**config.mk**
```make
export PLATFORM = sky130hd
export DESIGN_NAME = signed_divider
export DESIGN_NICKNAME = d
export VERILOG_FILES = /design/src/rtl/signed_divider_pkg.sv /design/src/rtl/signed_divider_twos_complement.sv /design/src/rtl/signed_divider_unsigned_divider.sv /design/src/rtl/signed_divider.sv
export SDC_FILE = /design/constraint.sdc
export NUM_CORES = 1
export LEC_CHECK = 0
export CAP_MARGIN = 40
export CORE_ASPECT_RATIO = 1.5
export CORE_MARGIN = 2
export CORE_UTILIZATION = 50
export DETAILED_ROUTE_END_ITERATION = 12
export GPL_ROUTABILITY_DRIVEN = 0
export GPL_TIMING_DRIVEN = 0
export PLACE_DENSITY = 0.77
export SLEW_MARGIN = 20
export SYNTH_ARGS = -nofsm -noshare
export SYNTH_HDL_FRONTEND = slang
export SYNTH_HIERARCHICAL = 1
export SYNTH_SLANG_ARGS = --single-unit
```
**constraint.sdc**
```tcl
create_clock -name clk -period 4.8 [get_ports clk]
set_clock_uncertainty 0.2 [all_clocks]
set_input_delay 0.96 -clock clk [delete_from_list [all_inputs] [get_ports clk]]
set_output_delay 0.96 -clock clk [all_outputs]
set_load 0.02 [all_outputs]
```
**src/rtl/signed_divider_pkg.sv**
```systemverilog
// Shared arithmetic definitions for the signed divider: FSM state encoding
// and sign-magnitude helpers used alongside the shift-add multiplier.
package signed_divider_pkg;

  typedef enum logic [1:0] {
    ST_IDLE = 2'd0,
    ST_ITER = 2'd1,
    ST_DONE = 2'd2
  } state_t;

  localparam logic SIGN_POS = 1'b0;
  localparam logic SIGN_NEG = 1'b1;

  // Sign-magnitude sign bit with negative zero suppressed.
  function automatic logic fix_sign(input logic neg, input logic nonzero);
    return neg & nonzero;
  endfunction

endpackage

```
**src/rtl/signed_divider_twos_complement.sv**
```systemverilog
// Operand magnitude conversion: absolute value of a two's complement word.
// Ports:
//   value  in   WIDTH  two's complement operand
//   mag_c  out  WIDTH  |value| as unsigned (most negative value maps to 2^(WIDTH-1))
module twos_complement #(
  parameter int unsigned WIDTH = 8
) (
  input  logic [WIDTH-1:0] value,
  output logic [WIDTH-1:0] mag_c
);

  assign mag_c = value[WIDTH-1] ? WIDTH'(~value + WIDTH'(1)) : value;

endmodule

```
**src/rtl/signed_divider_unsigned_divider.sv**
```systemverilog
// Unsigned restoring divider datapath: rem/quo shift registers, trial
// subtractor and iteration counter. One quotient bit per step.
// Ports:
//   clk, rst_n  in        clock, synchronous active-low reset
//   load        in   1    capture operands, clear rem and cnt
//   dividend    in   W    unsigned dividend magnitude
//   divisor     in   W    unsigned divisor magnitude
//   step        in   1    perform one restoring iteration
//   quo         out  W    working quotient (holds dividend right after load)
//   rem         out  W    working remainder
//   last_c      out  1    the next step is the final one
module unsigned_divider #(
  parameter int unsigned WIDTH = 8
) (
  input  logic             clk,
  input  logic             rst_n,
  input  logic             load,
  input  logic [WIDTH-1:0] dividend,
  input  logic [WIDTH-1:0] divisor,
  input  logic             step,
  output logic [WIDTH-1:0] quo,
  output logic [WIDTH-1:0] rem,
  output logic             last_c
);

  localparam int unsigned CNT_W = $clog2(WIDTH + 1);

  logic [WIDTH:0]     rem_q;
  logic [WIDTH-1:0]   quo_q;
  logic [WIDTH-1:0]   dvs_q;
  logic [CNT_W-1:0]   cnt_q;
  logic [WIDTH:0]     rem_sh_c;
  logic [WIDTH:0]     trial_c;
  logic               borrow_c;

  // Shift {rem,quo} left by one, then trial-subtract the divisor; the extra
  // rem bit makes the borrow appear as the trial MSB.
  always_comb begin
    rem_sh_c = (WIDTH + 1)'({rem_q, quo_q[WIDTH-1]});
    trial_c  = rem_sh_c - {1'b0, dvs_q};
    borrow_c = trial_c[WIDTH];
  end

  // Working registers.
  always_ff @(posedge clk) begin
    if (!rst_n) begin
      rem_q <= '0;
      quo_q <= '0;
      dvs_q <= '0;
      cnt_q <= '0;
    end else if (load) begin
      rem_q <= '0;
      quo_q <= dividend;
      dvs_q <= divisor;
      cnt_q <= '0;
    end else if (step) begin
      rem_q <= borrow_c ? rem_sh_c : trial_c;
      quo_q <= {quo_q[WIDTH-2:0], ~borrow_c};
      cnt_q <= cnt_q + CNT_W'(1);
    end
  end

  assign quo    = quo_q;
  assign rem    = rem_q[WIDTH-1:0];
  assign last_c = (cnt_q == CNT_W'(WIDTH - 1));

endmodule

```
**src/rtl/signed_divider.sv**
```systemverilog
// Sequential signed restoring divider returning sign-magnitude quotient and
// remainder (truncating division). Companion of the shift-add multiplier.
// Ports:
//   clk, rst_n   in        clock, synchronous active-low reset
//   start        in   1    request, accepted only when idle
//   dividend     in   W    two's complement
//   divisor      in   W    two's complement
//   quotient     out  W    |dividend/divisor| truncated toward zero
//   q_sign       out  1    quotient sign (1 = negative, never for zero)
//   remainder    out  W    |remainder|
//   r_sign       out  1    remainder sign, follows dividend (never for zero)
//   busy         out  1    operation in flight, including the done cycle
//   done         out  1    one-cycle pulse, results valid from here on
//   div_by_zero  out  1    last result was a divide by zero
module signed_divider
  import signed_divider_pkg::*;
#(
  parameter int unsigned WIDTH = 8
) (
  input  logic             clk,
  input  logic             rst_n,
  input  logic             start,
  input  logic [WIDTH-1:0] dividend,
  input  logic [WIDTH-1:0] divisor,
  output logic [WIDTH-1:0] quotient,
  output logic             q_sign,
  output logic [WIDTH-1:0] remainder,
  output logic             r_sign,
  output logic             busy,
  output logic             done,
  output logic             div_by_zero
);

  state_t           state;
  state_t           state_next;
  logic [WIDTH-1:0] dvd_mag_c;
  logic [WIDTH-1:0] dvs_mag_c;
  logic [WIDTH-1:0] quo_w;
  logic [WIDTH-1:0] rem_w;
  logic             last_c;
  logic             accept_c;
  logic             step_c;
  logic             finish_c;
  logic             dvd_neg;
  logic             dvs_neg;
  logic             dbz_pend;
  logic [WIDTH-1:0] res_quo_c;
  logic [WIDTH-1:0] res_rem_c;

  twos_complement #(.WIDTH(WIDTH)) u_dvd_mag (.value(dividend), .mag_c(dvd_mag_c));
  twos_complement #(.WIDTH(WIDTH)) u_dvs_mag (.value(divisor),  .mag_c(dvs_mag_c));

  unsigned_divider #(.WIDTH(WIDTH)) u_core (
    .clk      (clk),
    .rst_n    (rst_n),
    .load     (accept_c),
    .dividend (dvd_mag_c),
    .divisor  (dvs_mag_c),
    .step     (step_c),
    .quo      (quo_w),
    .rem      (rem_w),
    .last_c   (last_c)
  );

  // State register.
  always_ff @(posedge clk) begin
    if (!rst_n) state <= ST_IDLE;
    else        state <= state_next;
  end

  // Next state. busy is still high in the done cycle, so a start there is ignored.
  always_comb begin
    state_next = state;
    case (state)
      ST_IDLE: if (start && !busy) state_next = (divisor == '0) ? ST_DONE : ST_ITER;
      ST_ITER: if (last_c) state_next = ST_DONE;
      ST_DONE: state_next = ST_IDLE;
      default: state_next = ST_IDLE;
    endcase
  end

  // FSM control outputs.
  always_comb begin
    accept_c = 1'b0;
    step_c   = 1'b0;
    finish_c = 1'b0;
    case (state)
      ST_IDLE: accept_c = start && !busy;
      ST_ITER: step_c   = 1'b1;
      ST_DONE: finish_c = 1'b1;
      default: ;
    endcase
  end

  // Operand signs and divide-by-zero flag for the operation in flight.
  always_ff @(posedge clk) begin
    if (!rst_n) begin
      dvd_neg  <= 1'b0;
      dvs_neg  <= 1'b0;
      dbz_pend <= 1'b0;
    end else if (accept_c) begin
      dvd_neg  <= (dividend[WIDTH-1] == SIGN_NEG);
      dvs_neg  <= (divisor[WIDTH-1] == SIGN_NEG);
      dbz_pend <= (divisor == '0);
    end
  end

  // On divide by zero the core still holds |dividend| in quo, which becomes the remainder.
  always_comb begin
    res_quo_c = dbz_pend ? '0    : quo_w;
    res_rem_c = dbz_pend ? quo_w : rem_w;
  end

  // Output registers; results hold until the next completion.
  always_ff @(posedge clk) begin
    if (!rst_n) begin
      quotient    <= '0;
      q_sign      <= 1'b0;
      remainder   <= '0;
      r_sign      <= 1'b0;
      busy        <= 1'b0;
      done        <= 1'b0;
      div_by_zero <= 1'b0;
    end else begin
      busy <= (state != ST_IDLE);
      done <= finish_c;
      if (finish_c) begin
        quotient    <= res_quo_c;
        remainder   <= res_rem_c;
        q_sign      <= fix_sign(dvd_neg ^ dvs_neg, res_quo_c != '0);
        r_sign      <= fix_sign(dvd_neg, res_rem_c != '0);
        div_by_zero <= dbz_pend;
      end
    end
  end

endmodule

```
Word level (Yosys, flattened, before mapping)
Index checks and enable logic that the tools add are counted.
W data, S select, Z words.
{ "totals": {"register_bits": 54, "out_inout_bits": 21, "in_bits": 19, "wordCells": 55} }
{ "op_classes": {"n_bitwise": 7, "mux": 14, "n_reduce_logical": 10, "eq_ne": 5, "n_addsub": 4} }
{ "ops": {"columns": ["op", "count"], "rows": [
  ["$mux W8", 7],
  ["$add A8 B1 Y8 const B", 2],
  ["$not A8 Y8", 2],
  ["$reduce_bool A8 Y1", 2],
  ["$sub A9 B8 Y9", 1],
  ["$logic_not A8 Y1", 1],
  ["$mux W2", 3],
  ["$add A4 B1 Y4 const B", 1],
  ["$eq A4 B3 Y1 const B", 1],
  ["$ne A2 B2 Y1 const B", 2],
  ["$pmux W2 S2", 1],
  ["$reduce_bool A2 Y1", 2],
  ["$mux W1", 3],
  ["$and A1 B1 Y1", 2],
  ["$eq A2 B1 Y1 const B", 1],
  ["$eq A2 B2 Y1 const B", 1],
  ["$logic_not A2 Y1", 1],
  ["$not A1 Y1", 2],
  ["$reduce_and A2 Y1", 1],
  ["$reduce_or A2 Y1", 1],
  ["$logic_and A1 B1 Y1", 1],
  ["$logic_not A1 Y1", 1],
  ["$xor A1 B1 Y1", 1]
]} }

Depth between registers and ports, before layout
{ "logic_depth": {"depth_word": 4, "mapped_depth": 10, "mapped_depth_nobuf": 9} }

Modules after synthesis
The synthesis kept the hierarchy.
{ "by_module_without_submodules": {"columns": ["module", "cells_per_inst", "n_inst", "area_per_inst_um2", "seq_area_each_um2"], "rows": [
  ["unsigned_divider", 183, 1, 1592.8, 560.5],
  ["signed_divider", 121, 1, 1161.1, 520.5],
  ["twos_complement", 21, 2, 146.4, 0.0]
]} }

Worst setup path before layout
Ideal clock, no wire load.
{ "synth_path": {"path_kind": "register to register", "from": "register u_core.quo_q[7], in the netlist u_core/quo[7]", "to": "register u_core.rem_q[2]", "required_ns": 4.469, "slack_ns": 2.173, "stages_incl_launch_ff": 11, "arrival_ns": 2.296, "n_path_buf": 1, "setup_time_ns": 0.131, "period_less_slack_ns": 2.627, "path_cell_list": "dfxtp_1 > inv_1 > ha_1 > fa_1 > nand2b_1 > a211oi_2 > mux2_4 > nor2_2 > buf_2 > mux2i_1 > a21oi_1"} }
{ "synth_via": {"elab_chain_len": 2} }
{ "synth_lines": {"columns": ["element", "line", "source"], "rows": [
  ["start, declared", "signed_divider_unsigned_divider.sv:29", "logic [WIDTH-1:0] quo_q;"],
  ["start signal, assigned", "signed_divider_unsigned_divider.sv:53", "quo_q <= dividend;"],
  ["start signal, assigned", "signed_divider_unsigned_divider.sv:58", "quo_q <= {quo_q[WIDTH-2:0], ~borrow_c};"],
  ["$sub A9 B8 Y9", "signed_divider_unsigned_divider.sv:40", "trial_c = rem_sh_c - {1'b0, dvs_q};"],
  ["$mux W8", "signed_divider_unsigned_divider.sv:57", "rem_q <= borrow_c ? rem_sh_c : trial_c;"],
  ["end signal, assigned", "signed_divider_unsigned_divider.sv:57", null],
  ["end, declared", "signed_divider_unsigned_divider.sv:28", "logic [WIDTH:0] rem_q;"]
]} }
Every way passes these cells.
A chain may end at the register's enable or synchronous reset.

Worst setup path in the final report
{ "layout_path": {"from": "register u_core.quo_q[7], in the netlist u_core/quo[7]", "to": "register u_core.rem_q[3]"} }
The elaborated chain is that of the path after synthesis.

==> flow_metrics.tcl <==
set metrics [dict create \
    outcome "finished clean" \
    die_width_um 67.74 \
    design.final.nets 423 \
    depth_of_the_most_critical_reg_to_reg_path 10 \
    cts_setup_buffers 0 \
    syn-instance-count 346 \
    drt-total-wl_um 6737 \
    worst_min_path_class "reg2reg" \
    synth.yosys.seq_area_share_pct 35.48 \
    achievable-frequency_mhz 326.3 \
    wl_per_cell_um 14.49 \
    clockBufferDepth 2 \
    drv_cap 0 \
    tritoncts_num_sinks 54 \
    setup_total_negative_slack_ps 0 \
    crit_path_max_incr_delay_ps 510 \
    static-leakage-power_uw 0.001421 \
    number_of_hold_buffers_added_after_cts 0 \
    dominantRegCellSynth "sky130_fd_sc_hd__dfxtp_1" \
    post_synth_main_area_contributors "sky130_fd_sc_hd__dfxtp_1 (35%), sky130_fd_sc_hd__mux2i_1 (9.5%), sky130_fd_sc_hd__ha_1 (4.5%)" \
    timing_max_transition_violations_final 0 \
    drive_gt1_share_pct 6.107 \
    synth-warning-count 6 \
    floorplan.io_pins 40 \
    hold_path_end "quotient[6]" \
    worst-r2r-setup-slack_ps 1740 \
    number_of_diodes_added_for_antenna_fixing 0 \
    syn_nets 377 \
    hold_viol_final 0 \
    grt_pass1_vias 2388 \
    dr.pass1.iters 4 \
    fin_crit_ps 3065 \
    worstHoldPathCells 2 \
    regToRegEndpoint "u_core/rem_q[3]" \
    synth-async-reset-ratio_pct 0 \
    post-dp-hpwl_um 5256 \
    core_region_area_mm2 0.005828 \
    top_count_cell_post_synth "sky130_fd_sc_hd__dfxtp_1" \
    endpoint_kind "flop" \
    post_synth.cell_area_avg_um2 8.805 \
    hold_path.startpoint "quotient[6]" \
    totalPowerFinal_uw 1063 \
    worst-setup-path-type "reg2reg" \
    detail_route.vias_per_cell 5.606 \
    chipHeight_um 99.61 \
    netlist-cell-type-count 49 \
    congestion_overflow_gr 0 \
    dp_slack_ps 1429 \
    clock_latency_ps 300 \
    postSynthRegisterBits 54 \
    path_cells "inv_1 -> ha_1 -> fa_1 -> nand2b_1 -> a211oi_2 -> mux2_4 -> nor2_2 -> buf_2 -> mux2i_1 -> a21oi_1" \
    h_tree_levels 2 \
    start_kind "flop" \
    r2r-start "u_core/quo[7]" \
    antenna_found_initial 0 \
    initial_core_util_pct 52.28 \
    detail-route-antenna-nets 0 \
    timing.slew.headroom_pct 51.26 \
    drt_first_iter_violations 143 \
    synth.top_cell.area_share_pct 35.48 \
    grt_setup_unrepaired "false" \
    cts_made_buffers 5 \
    port_buffers 39 \
    powerDensity_mw_per_mm2 292.3 \
    grt_start_max_net_pins 17 \
    cts_resized 0 \
    cp_data_required_time_ps 4780 \
    post_synth_most_frequent_cells "sky130_fd_sc_hd__dfxtp_1 (54), sky130_fd_sc_hd__nand2_1 (36), sky130_fd_sc_hd__mux2i_1 (29), sky130_fd_sc_hd__inv_1 (19), sky130_fd_sc_hd__o21ai_0 (18)" \
    crit_fanout 10 \
    worst-endpoint-arrival_ps 3050 \
    worst_slack_ps 1735 \
    worstMarginPinSlew_ps 724.5 \
    grt_use_total_pct 20.89 \
    drc 0 \
    post_synth_instance_area_mm2 0.003047 \
    crit_slowest_cell "sky130_fd_sc_hd__dfxtp_1" \
    clk_transition_reported_paths_ps 100 \
    synth_top_cell_by_area "sky130_fd_sc_hd__dfxtp_1" \
    irDropWorstVdd_v 0.0001433 \
    cts_tree "done" \
    area_growth_syn_to_layout_pct 19.38 \
    floorplan.die_area_mm2 0.006747 \
    min_period_over_period_pct 63.84 \
    cts.root.buffer_cell "sky130_fd_sc_hd__clkbuf_8" \
    core.rowCount 34 \
    setup_viol 0 \
    grt_first_pass_wirelength_um 10920 \
    num_vias 2607 \
    synth_edf_count 0 \
]
==> placed cells by master (no fill, tap or decap), types with 11 or more instances in the layout <==
cell                              Yosys  final
sky130_fd_sc_hd__nand3_1             13     13
sky130_fd_sc_hd__clkbuf_1            11     12
sky130_fd_sc_hd__nand2b_1            11     11
sky130_fd_sc_hd__nor2b_1             16     16
sky130_fd_sc_hd__clkdlybuf4s50_1      0     39
sky130_fd_sc_hd__xnor2_1             15     15
sky130_fd_sc_hd__ha_1                11     11
sky130_fd_sc_hd__inv_1               19     19
sky130_fd_sc_hd__dfxtp_1             54     54
sky130_fd_sc_hd__nand2_1             36     36
sky130_fd_sc_hd__mux2i_1             29     29
sky130_fd_sc_hd__o21ai_0             18     18
sky130_fd_sc_hd__a21boi_1            12     12
==> layout make-up <==
cell class / count / area (um^2)
Buffer: 20 / 101.3
Clock inverter: 2 / 37.54
Tap cell: 72 / 90.09
Multi-Input combinational cell: 253 / 1793
Fill cell: 508 / 2191
Clock buffer: 6 / 72.57
Sequential cell: 54 / 1081
Timing Repair Buffer: 39 / 390.4
Inverter: 19 / 71.32
==> metrics by stage <==
step                      hold WS, ps  utilization (%)  std cells  instance area [um^2]
after floorplan                 270.6                -        346                  3047
after global placement          238.9            60.52        457                  3527
after detailed placement        242.4            60.52        457                  3527
after CTS                       256.2            62.41        465                  3637
after global routing            267.2            62.41        465                  3637
final                           251.9            62.41        465                  3637
==> registers in the layout, indices dropped and copies added (netlist names), 2 cells and up <==
register	cells
state	2
quotient	8
remainder	8
u_core/rem_q	8
u_core/cnt_q	4
u_core/dvs_q	8
u_core/quo	8
==> report_power, final <==
group	leakage (uW)	switching [uW]	internal, uW
sequential	0.000439	26.0	467
combinational	0.000931	139	130
clock	0.0000514	145	156
==> how the worst max path moves through the flow <==
stage / from / end / cells past startpoint
after floorplan: u_core/quo[7] / u_core/rem_q[2] / 10
after global placement: start / u_core/dvs_q[4] / 6
after detailed placement: start / u_core/dvs_q[3] / 6
after CTS: start / u_core/dvs_q[4] / 6
after global routing: start / u_core/dvs_q[5] / 6
final: u_core/quo[7] / u_core/rem_q[3] / 10
==> worst max-delay path, delay by kind of cell, from the launching register on <==
family	cells	cell delay, ps
simple gates	2	380
fa+ha+maj	2	640
mux	2	560
buf+inv	2	340
flops	1	510
compound gates	2	320
==> kinds of logic after synthesis <==
kind of cell | after synthesis | synth area share, %
AO/OA/AOI/OAI | 72 | 16.80
XOR/XNOR | 18 | 5.175
adder cells (fa/ha/maj) | 12 | 5.174
buffers and inverters | 39 | 5.667
flip-flops | 54 | 35.48
multiplexers | 30 | 10.02
AND/OR/NAND/NOR | 121 | 21.68
==> per-layer routing <==
| layer | vias up | routed length [um] | track usage (%) |
|---|---|---|---|
| met4 | 0 | 223 | 10.20 |
| met3 | 20 | 242 | 3.167 |
| met5 | - | 0 | 0 |
| met1 | 1207 | 2811 | 25.27 |
| li1 | 1311 | - | - |
| met2 | 69 | 3459 | 35.07 |
(Power assumes the default switching activity.)
